--- src/rtl/shift595_ctrl.sv ---
// Serial shift-out sequencer for a 74HC595-style chain: shifts a word out on dat_o/cp_o with
// programmable half-period, then strobes lat_o and pulses done_o.
module shift595_ctrl #(
    parameter int unsigned DATA_W    = 16,
    parameter int unsigned CLK_DIV   = 4,
    parameter bit          MSB_FIRST = 1'b1
) (
    input  logic              clk_i,
    input  logic              rst_i,
    input  logic              start_i,
    input  logic [DATA_W-1:0] data_i,
    output logic              busy_o,
    output logic              done_o,
    output logic              dat_o,
    output logic              cp_o,
    output logic              lat_o
);

    localparam int unsigned DIV_W = (CLK_DIV > 1) ? $clog2(CLK_DIV) : 1;
    localparam int unsigned BIT_W = (DATA_W > 1) ? $clog2(DATA_W) : 1;
    localparam logic [DIV_W-1:0] DIV_LAST = DIV_W'(CLK_DIV - 1);
    localparam logic [BIT_W-1:0] BIT_LAST = BIT_W'(DATA_W - 1);

    typedef enum logic [1:0] {StIdle, StShiftLo, StShiftHi, StLatch} state_e;

    state_e            state_q;
    logic [DIV_W-1:0]  div_cnt_q;
    logic [BIT_W-1:0]  bit_cnt_q;
    logic [DATA_W-1:0] shreg_q;

    logic              phase_end;
    logic              first_bit;
    logic              next_bit;
    logic [DATA_W-1:0] load_rest;
    logic [DATA_W-1:0] shreg_adv;

    assign phase_end = (div_cnt_q == DIV_LAST);

    // shreg_q holds only the bits not yet driven, so the next bit always sits at the exit end.
    always_comb begin
        if (MSB_FIRST) begin
            first_bit = data_i[DATA_W-1];
            load_rest = data_i << 1;
            next_bit  = shreg_q[DATA_W-1];
            shreg_adv = shreg_q << 1;
        end else begin
            first_bit = data_i[0];
            load_rest = data_i >> 1;
            next_bit  = shreg_q[0];
            shreg_adv = shreg_q >> 1;
        end
    end

    always_ff @(posedge clk_i) begin
        if (rst_i) begin
            state_q   <= StIdle;
            div_cnt_q <= '0;
            bit_cnt_q <= '0;
            shreg_q   <= '0;
            busy_o    <= 1'b0;
            done_o    <= 1'b0;
            dat_o     <= 1'b0;
            cp_o      <= 1'b0;
            lat_o     <= 1'b0;
        end else begin
            done_o <= 1'b0;
            unique case (state_q)
                StIdle: begin
                    if (start_i) begin
                        shreg_q   <= load_rest;
                        dat_o     <= first_bit;
                        cp_o      <= 1'b0;
                        busy_o    <= 1'b1;
                        div_cnt_q <= '0;
                        bit_cnt_q <= '0;
                        state_q   <= StShiftLo;
                    end
                end
                StShiftLo: begin
                    if (phase_end) begin
                        cp_o      <= 1'b1;
                        div_cnt_q <= '0;
                        state_q   <= StShiftHi;
                    end else begin
                        div_cnt_q <= div_cnt_q + 1'b1;
                    end
                end
                StShiftHi: begin
                    if (phase_end) begin
                        cp_o      <= 1'b0;
                        div_cnt_q <= '0;
                        if (bit_cnt_q == BIT_LAST) begin
                            dat_o   <= 1'b0;
                            lat_o   <= 1'b1;
                            state_q <= StLatch;
                        end else begin
                            bit_cnt_q <= bit_cnt_q + 1'b1;
                            dat_o     <= next_bit;
                            shreg_q   <= shreg_adv;
                            state_q   <= StShiftLo;
                        end
                    end else begin
                        div_cnt_q <= div_cnt_q + 1'b1;
                    end
                end
                StLatch: begin
                    if (phase_end) begin
                        lat_o     <= 1'b0;
                        busy_o    <= 1'b0;
                        done_o    <= 1'b1;
                        div_cnt_q <= '0;
                        state_q   <= StIdle;
                    end else begin
                        div_cnt_q <= div_cnt_q + 1'b1;
                    end
                end
                default: state_q <= StIdle;
            endcase
        end
    end

endmodule

--- config.mk ---
export PLATFORM = sky130hd
export DESIGN_NAME = shift595_ctrl
export DESIGN_NICKNAME = d
export VERILOG_FILES = /design/src/rtl/shift595_ctrl.sv
export SDC_FILE = /design/constraint.sdc
export NUM_CORES = 1
export LEC_CHECK = 0
export CORE_UTILIZATION = 50
export CTS_CLUSTER_SIZE = 16
export DETAILED_ROUTE_END_ITERATION = 10
export GPL_ROUTABILITY_DRIVEN = 1
export GPL_TIMING_DRIVEN = 0
export PLACE_DENSITY = 0.74
export SLEW_MARGIN = 20
export SYNTH_ARGS = -nofsm -noshare
export SYNTH_HDL_FRONTEND = slang
export SYNTH_SLANG_ARGS = --single-unit
--- constraint.sdc ---
create_clock -name clk_i -period 2 [get_ports clk_i]
set_clock_uncertainty 0.2 [all_clocks]
set_input_delay 0.5 -clock clk_i [delete_from_list [all_inputs] [get_ports clk_i]]
set_output_delay 0.5 -clock clk_i [all_outputs]
set_load 0.1 [all_outputs]
==> impl_metrics.py, run 1 <==
metrics = {
    "route": {
        "drt-pass1-iter-count": 4,
        "drtIter0Drc": 35,
        "vias_per_cell": 5.81,
        "vias": 1272,
        "wl_per_cell_um": 14.9,
        "wirelength_um": 3260,
        "drc": 0,
        "ant_nets": 0,
    },
    "synthesis": {
        "postSynthAreaPerCell_um2": 8.00,
        "synthFlopType": "dfxtp_1",
        "syn_nets": 181,
        "yosys.area.top_type": "dfxtp_1",
        "ys_seq_area_frac": 0.441,
        "synth_most_common_cell": "nand2_1",
        "synth_commonest_cells": "nand2_1 (35), dfxtp_1 (28), nor2_1 (21)",
        "synth.lib_cells_used.distinct": 25,
        "synth_top_area_frac": 0.441,
        "synth_area_leaders": "dfxtp_1 (44%), a311oi_1 (10%), nand2_1 (10%)",
        "netlist_area_um2": 1270,
        "syn_inst": 159,
        "ys_ff_latch": 28,
        "yosys_warnings": 0,
        "synthArstFlopShare": 0,
        "synth-edff-count": 0,
    },
    "placed_design": {
        "place.gp.congestion": 0.857,
        "hpwlAfterDp_um": 2210,
        "port-buffer-count": 22,
        "dp_slack_ps": -441,
    },
    "critical_path": {
        "worstPathMaxFanout": 5,
        "start_kind": "flip-flop",
        "cp_slowest_stage_delay_ps": 400,
        "critPathRequiredTime_ps": 2070,
        "crit_type": "reg2reg",
        "critPathArrivalTime_ps": 2060,
        "path_cells": "ha_2 -> and3_2 -> a211oi_4 -> buf_4 -> nor2_1 -> a311oi_1",
        "critPathCaptureType": "flip-flop",
        "crit_slowest_cell": "a211oi_4",
    },
    "clock_tree": {
        "insertion_delay_ps": 340,
        "cts_max_level": 1,
        "numCtsBuffers": 3,
        "cts_tree": "done",
        "clk_path_buf_depth": 2,
        "cts_sinks": 28,
        "clk_pin_slew_ps": 160,
        "clock-root-buffer": "clkbuf_4",
    },
    "job": {
        "maxCapViolCount": 0,
    },
    "sta": {
        "worst_slew_pin_slew_ps": 547,
        "timing.final.ws_setup_ps": 8.20,
        "report.final.slew_viol_count": 0,
        "post-route-period-util": 0.996,
        "hold_viol": 0,
        "fin_crit_ps": 1990,
        "setup_viol": 0,
        "rsz0062_at_grt": "yes",
        "slew-limit-headroom": 0.637,
        "fmax_mhz": 502,
    },
    "floorplanning": {
        "die_w_um": 52.4,
        "die-area_um2": 2750,
        "die_y_um": 52.4,
        "fp.coreArea_um2": 2300,
        "core.rowCount": 17,
        "start_util": 0.553,
        "pin_count": 24,
    },
    "final_layout": {
        "diodes": 0,
        "final-seq-area_um2": 569,
        "fin_nets": 214,
        "syn_to_final_growth_pct": 30.7,
        "fillers": 186,
        "multi_input_area_um2": 673,
        "drive_gt1_frac": 0.152,
    },
    "power_and_ir_drop": {
        "power_density_nw_per_um2": 661,
        "power.leakage_nw": 0.645,
        "p_total_mw": 1.10,
        "ir_worst_vdd_uv": 515,
    },
    "grt": {
        "grt_pass1_wl_um": 5320,
        "grt_max_degree": 16,
        "grt_use_total": 0.262,
        "grt-ovfl-total": 0,
        "grt_pass1_vias": 1170,
        "antenna_found_initial": 0,
    },
    "min_path": {
        "hp-class": "reg2reg",
    },
    "run_status": {
        "outcome": "complete, no violations",
    },
}
final timing paths:
check             depth (start not counted)         start    endpoint  slack [ps]
setup / recovery                          6  bit_cnt_q[0]  shreg_q[6]           8
hold reg to reg                           2          cp_o        cp_o         280
hold / removal                            2          cp_o        cp_o         280
setup reg to reg                          6  bit_cnt_q[0]  shreg_q[6]           8
power breakdown:
part           total, mW  switching (mW)  internal, mW
Combinational      0.194           0.105        0.0893
Sequential         0.612          0.0217         0.590
Clock              0.293           0.181         0.112
Total               1.10           0.307         0.792
per-stage QoR:
step | instance area (um^2) | hold slack [ps] | setup TNS [ps] | cells | utilization
CTS | 1600 | 280 | 0 | 214 | 0.698
finish | 1660 | 278 | 0 | 219 | 0.723
global placement | 1530 | 255 | -6860 | 209 | 0.664
detailed placement | 1530 | 263 | -7320 | 209 | 0.664
floorplan | 1270 | 246 | 0 | 159 | -
global route | 1660 | 303 | -496 | 219 | 0.723
critical path, delay by kind of cell (launching register included):
family                     cells  cell delay [ps]
AOI/OAI and AO/OA              2              630
buffers and inverters          1              210
adders and majority gates      1              210
and+or+nand+nor                2              290
DFF                            1              370
state kept, by name, summed over array words and instances, names as in the netlist:
signal     cells
lat_o          1
dat_o          1
cp_o           1
bit_cnt_q      4
shreg_q       15
done_o         1
busy_o         1
div_cnt_q      2
state_q        2
metal layers:
layer	vias up	routed length, um	track usage
met4	0	78	0.145
met2	29	1530	0.407
met3	7	121	0.0290
met1	609	1530	0.349
met5	-	0	0
li1	627	-	-
cells in the final DEF (no fill, tap or decap), drive strengths merged, types with 4 or more instances in the layout:
cell type	netlist	final
a21oi	8	8
a311oi	15	15
buf	4	12
clkbuf	8	11
clkdlybuf4s50	0	17
dfxtp	28	28
nand2	35	35
nand2b	4	4
nor2	21	21
o21ai	6	6
final cells by class:
cell class,count,area share
clock buffers,4,0.0218
multi-input cells,116,0.405
inverters,3,0.00678
flip-flops and latches,28,0.343
well taps,28,0.0211
repair buffers,28,0.159
plain buffers,12,0.0437
cell families (layout without fill, tap and decap cells):
family,count (synthesis),count (layout),share of synthesized area
fa+ha+maj,3,3,0.0295
compound gates,38,38,0.217
buf+inv,15,47,0.0482
mux,2,2,0.0157
flops,28,28,0.441
simple gates,73,73,0.249
timing repair:
| item | CTS | global route |
|---|---|---|
| gates cloned | 0 | 1 |
| pin swaps | 1 | 4 |
| hold buffers | 0 | 0 |
| buffers inserted | 1 | 4 |
| endpoints found under the setup margin | 21 | 19 |
| resized for setup | 23 | 17 |
(Power assumes the default switching activity.)
==> run 2: changes to the inputs <==
--- a/config.mk
+++ b/config.mk
@@ -5,12 +5,13 @@
 export SDC_FILE = /design/constraint.sdc
 export NUM_CORES = 1
 export LEC_CHECK = 0
-export CORE_UTILIZATION = 50
+export ABC_AREA = 1
+export CORE_UTILIZATION = 53
 export CTS_CLUSTER_SIZE = 16
 export DETAILED_ROUTE_END_ITERATION = 10
 export GPL_ROUTABILITY_DRIVEN = 1
 export GPL_TIMING_DRIVEN = 0
-export PLACE_DENSITY = 0.74
+export PLACE_DENSITY = 0.76
 export SLEW_MARGIN = 20
 export SYNTH_ARGS = -nofsm -noshare
 export SYNTH_HDL_FRONTEND = slang
==> impl_metrics.py, run 2 <==
metrics = {
    "clock_tree": {
        "clk_pin_slew_ps": 140,
        "cts_resized": 15,
        "postCtsSetupBuffers": 0,
        "insertion_delay_ps": 340,
        "numCtsBuffers": 3,
        "cts_tree": "done",
        "clk_path_buf_depth": 2,
        "clock-root-buffer": "clkbuf_4",
        "cts_sinks": 28,
        "hold_buffers": 0,
        "cts_max_level": 1,
    },
    "synthesis": {
        "synth_area_leaders": "dfxtp_1 (37%), nand2_1 (24%), nor2_1 (11%)",
        "syn_nets": 268,
        "synth_commonest_cells": "nand2_1 (99), nor2_1 (45), dfxtp_1 (28)",
        "synth_top_area_frac": 0.369,
        "ys_ff_latch": 28,
        "synth-edff-count": 0,
        "synthFlopType": "dfxtp_1",
        "synth.lib_cells_used.distinct": 23,
        "ys_seq_area_frac": 0.369,
        "synth_most_common_cell": "nand2_1",
        "postSynthAreaPerCell_um2": 6.17,
        "yosys_warnings": 0,
        "syn_inst": 246,
        "synthArstFlopShare": 0,
        "yosys.area.top_type": "dfxtp_1",
        "netlist_area_um2": 1520,
    },
    "sta": {
        "worst_hold_slack_ps": 253,
        "setup_viol": 0,
        "fin_crit_ps": 1960,
        "report.final.slew_viol_count": 0,
        "hold_viol": 0,
        "fmax_mhz": 510,
        "timing.final.ws_setup_ps": 38.9,
        "slew-limit-headroom": 0.640,
        "post-route-period-util": 0.981,
        "rsz0062_at_grt": "no",
        "worst_slew_pin_slew_ps": 543,
        "finalSetupTns_ps": 0,
    },
    "route": {
        "drtIter0Drc": 47,
        "drc": 0,
        "wirelength_um": 2950,
        "vias_per_cell": 4.64,
        "drt-pass1-iter-count": 4,
        "wl_per_cell_um": 9.74,
        "ant_nets": 0,
        "vias": 1407,
    },
    "critical_path": {
        "worstPathMaxFanout": 2,
        "path_cells": "clkdlybuf4s15_2",
        "critPathCaptureType": "output port",
        "crit_type": "reg2out",
        "path_delay_family": "buffers and inverters",
        "critPathRequiredTime_ps": 1300,
        "crit_slowest_cell": "clkdlybuf4s15_2",
        "critPathArrivalTime_ps": 1260,
        "cp_slowest_stage_delay_ps": 560,
        "start_kind": "flip-flop",
        "worst-path-buf-inv": 1,
    },
    "final_layout": {
        "fin_nets": 295,
        "layout_commonest_cell": "nand2_1",
        "syn_to_final_growth_pct": 20.5,
        "diodes": 0,
        "drive_gt1_frac": 0.0956,
        "final_cell_mix": "nand2_1 (99), nor2_1 (45), dfxtp_1 (28)",
        "largest_register_ffs": 15,
        "reg.largest.list": "shreg_q (15), bit_cnt_q (4)",
        "top_register": "shreg_q",
    },
    "grt": {
        "grt-ovfl-total": 0,
        "grt_max_degree": 17,
        "grt_pass1_vias": 1248,
        "grt_pass1_wl_um": 5220,
        "grt_use_total": 0.211,
        "antenna_found_initial": 0,
    },
    "placed_design": {
        "place.gp.congestion": 0.813,
        "port-buffer-count": 22,
        "dp_slack_ps": -193,
        "hpwlAfterDp_um": 2160,
    },
    "power_and_ir_drop": {
        "power.leakage_nw": 0.954,
        "ir_worst_vdd_uv": 955,
        "power_density_nw_per_um2": 1320,
    },
    "floorplanning": {
        "fp.coreArea_um2": 2730,
        "core.rowCount": 19,
        "die_w_um": 55.5,
        "die_y_um": 55.5,
        "pin_count": 24,
        "die-area_um2": 3080,
        "start_util": 0.555,
    },
    "min_path": {
        "hp-class": "in2reg",
    },
    "job": {
        "maxCapViolCount": 0,
    },
    "run_status": {
        "outcome": "complete, no violations",
    },
}
==> run 2: routing by layer <==
| layer | vias to the layer above | share of wire | global-route usage |
|---|---|---|---|
| met3 | 5 | 0.028 | 0.0211 |
| met5 | - | 0 | 0 |
| li1 | 789 | - | - |
| met1 | 590 | 0.51 | 0.284 |
| met4 | 0 | 0.015 | 0.0750 |
| met2 | 23 | 0.45 | 0.349 |
==> run 2: per-stage QoR <==
stage / power (mW) / instance area, um^2 / cells / util
finish: 2.41 / 1830 / 303 / 0.669
global route: 2.63 / 1830 / 303 / 0.669
CTS: 2.43 / 1840 / 303 / 0.671
detailed placement: 2.07 / 1780 / 299 / 0.650
global placement: 2.05 / 1780 / 299 / 0.650
floorplan: 1.81 / 1520 / 246 / -
==> run 2: path summary, 6_finish.rpt <==
kind,startpoint,end,slack (ps),depth (start not counted)
worst max-delay path,lat_o,lat_o,40,1
worst min-delay path,rst_i,bit_cnt_q[1],250,2
worst max register to register,div_cnt_q[0],shreg_q[5],180,9
worst min register to register,shreg_q[1],shreg_q[1],290,2
==> run 2: final cells by class <==
type	instances	area, um^2
Multi-Input combinational cell	180	782
Fill cell	266	905
Buffer	8	60.1
Clock inverter	1	30.0
Clock buffer	3	22.5
Inverter	30	115
Tap cell	31	38.8
Timing Repair Buffer	22	220
Sequential cell	28	561
==> run 2: report_power, final <==
part           leakage, nW  switching (mW)  internal (mW)
Clock               0.0279           0.172          0.203
Combinational        0.695           0.772          0.403
Sequential           0.231           0.113          0.751
Total                0.954            1.06           1.36
==> run 2: kinds of logic after synthesis <==
kind of cell             synth area share
flip-flops                          0.369
adder cells (fa/ha/maj)            0.0247
AO/OA/AOI/OAI                      0.0519
AND/OR/NAND/NOR                     0.439
buffers and inverters               0.115
==> run 3: changes to the inputs <==
--- a/config.mk
+++ b/config.mk
@@ -12,7 +12,7 @@
 export GPL_ROUTABILITY_DRIVEN = 1
 export GPL_TIMING_DRIVEN = 0
 export PLACE_DENSITY = 0.76
-export SLEW_MARGIN = 20
+export SLEW_MARGIN = 10
 export SYNTH_ARGS = -nofsm -noshare
 export SYNTH_HDL_FRONTEND = slang
 export SYNTH_SLANG_ARGS = --single-unit
==> results of run 3 <==
Final layout, timing and power as in run 2 (identical DEF).
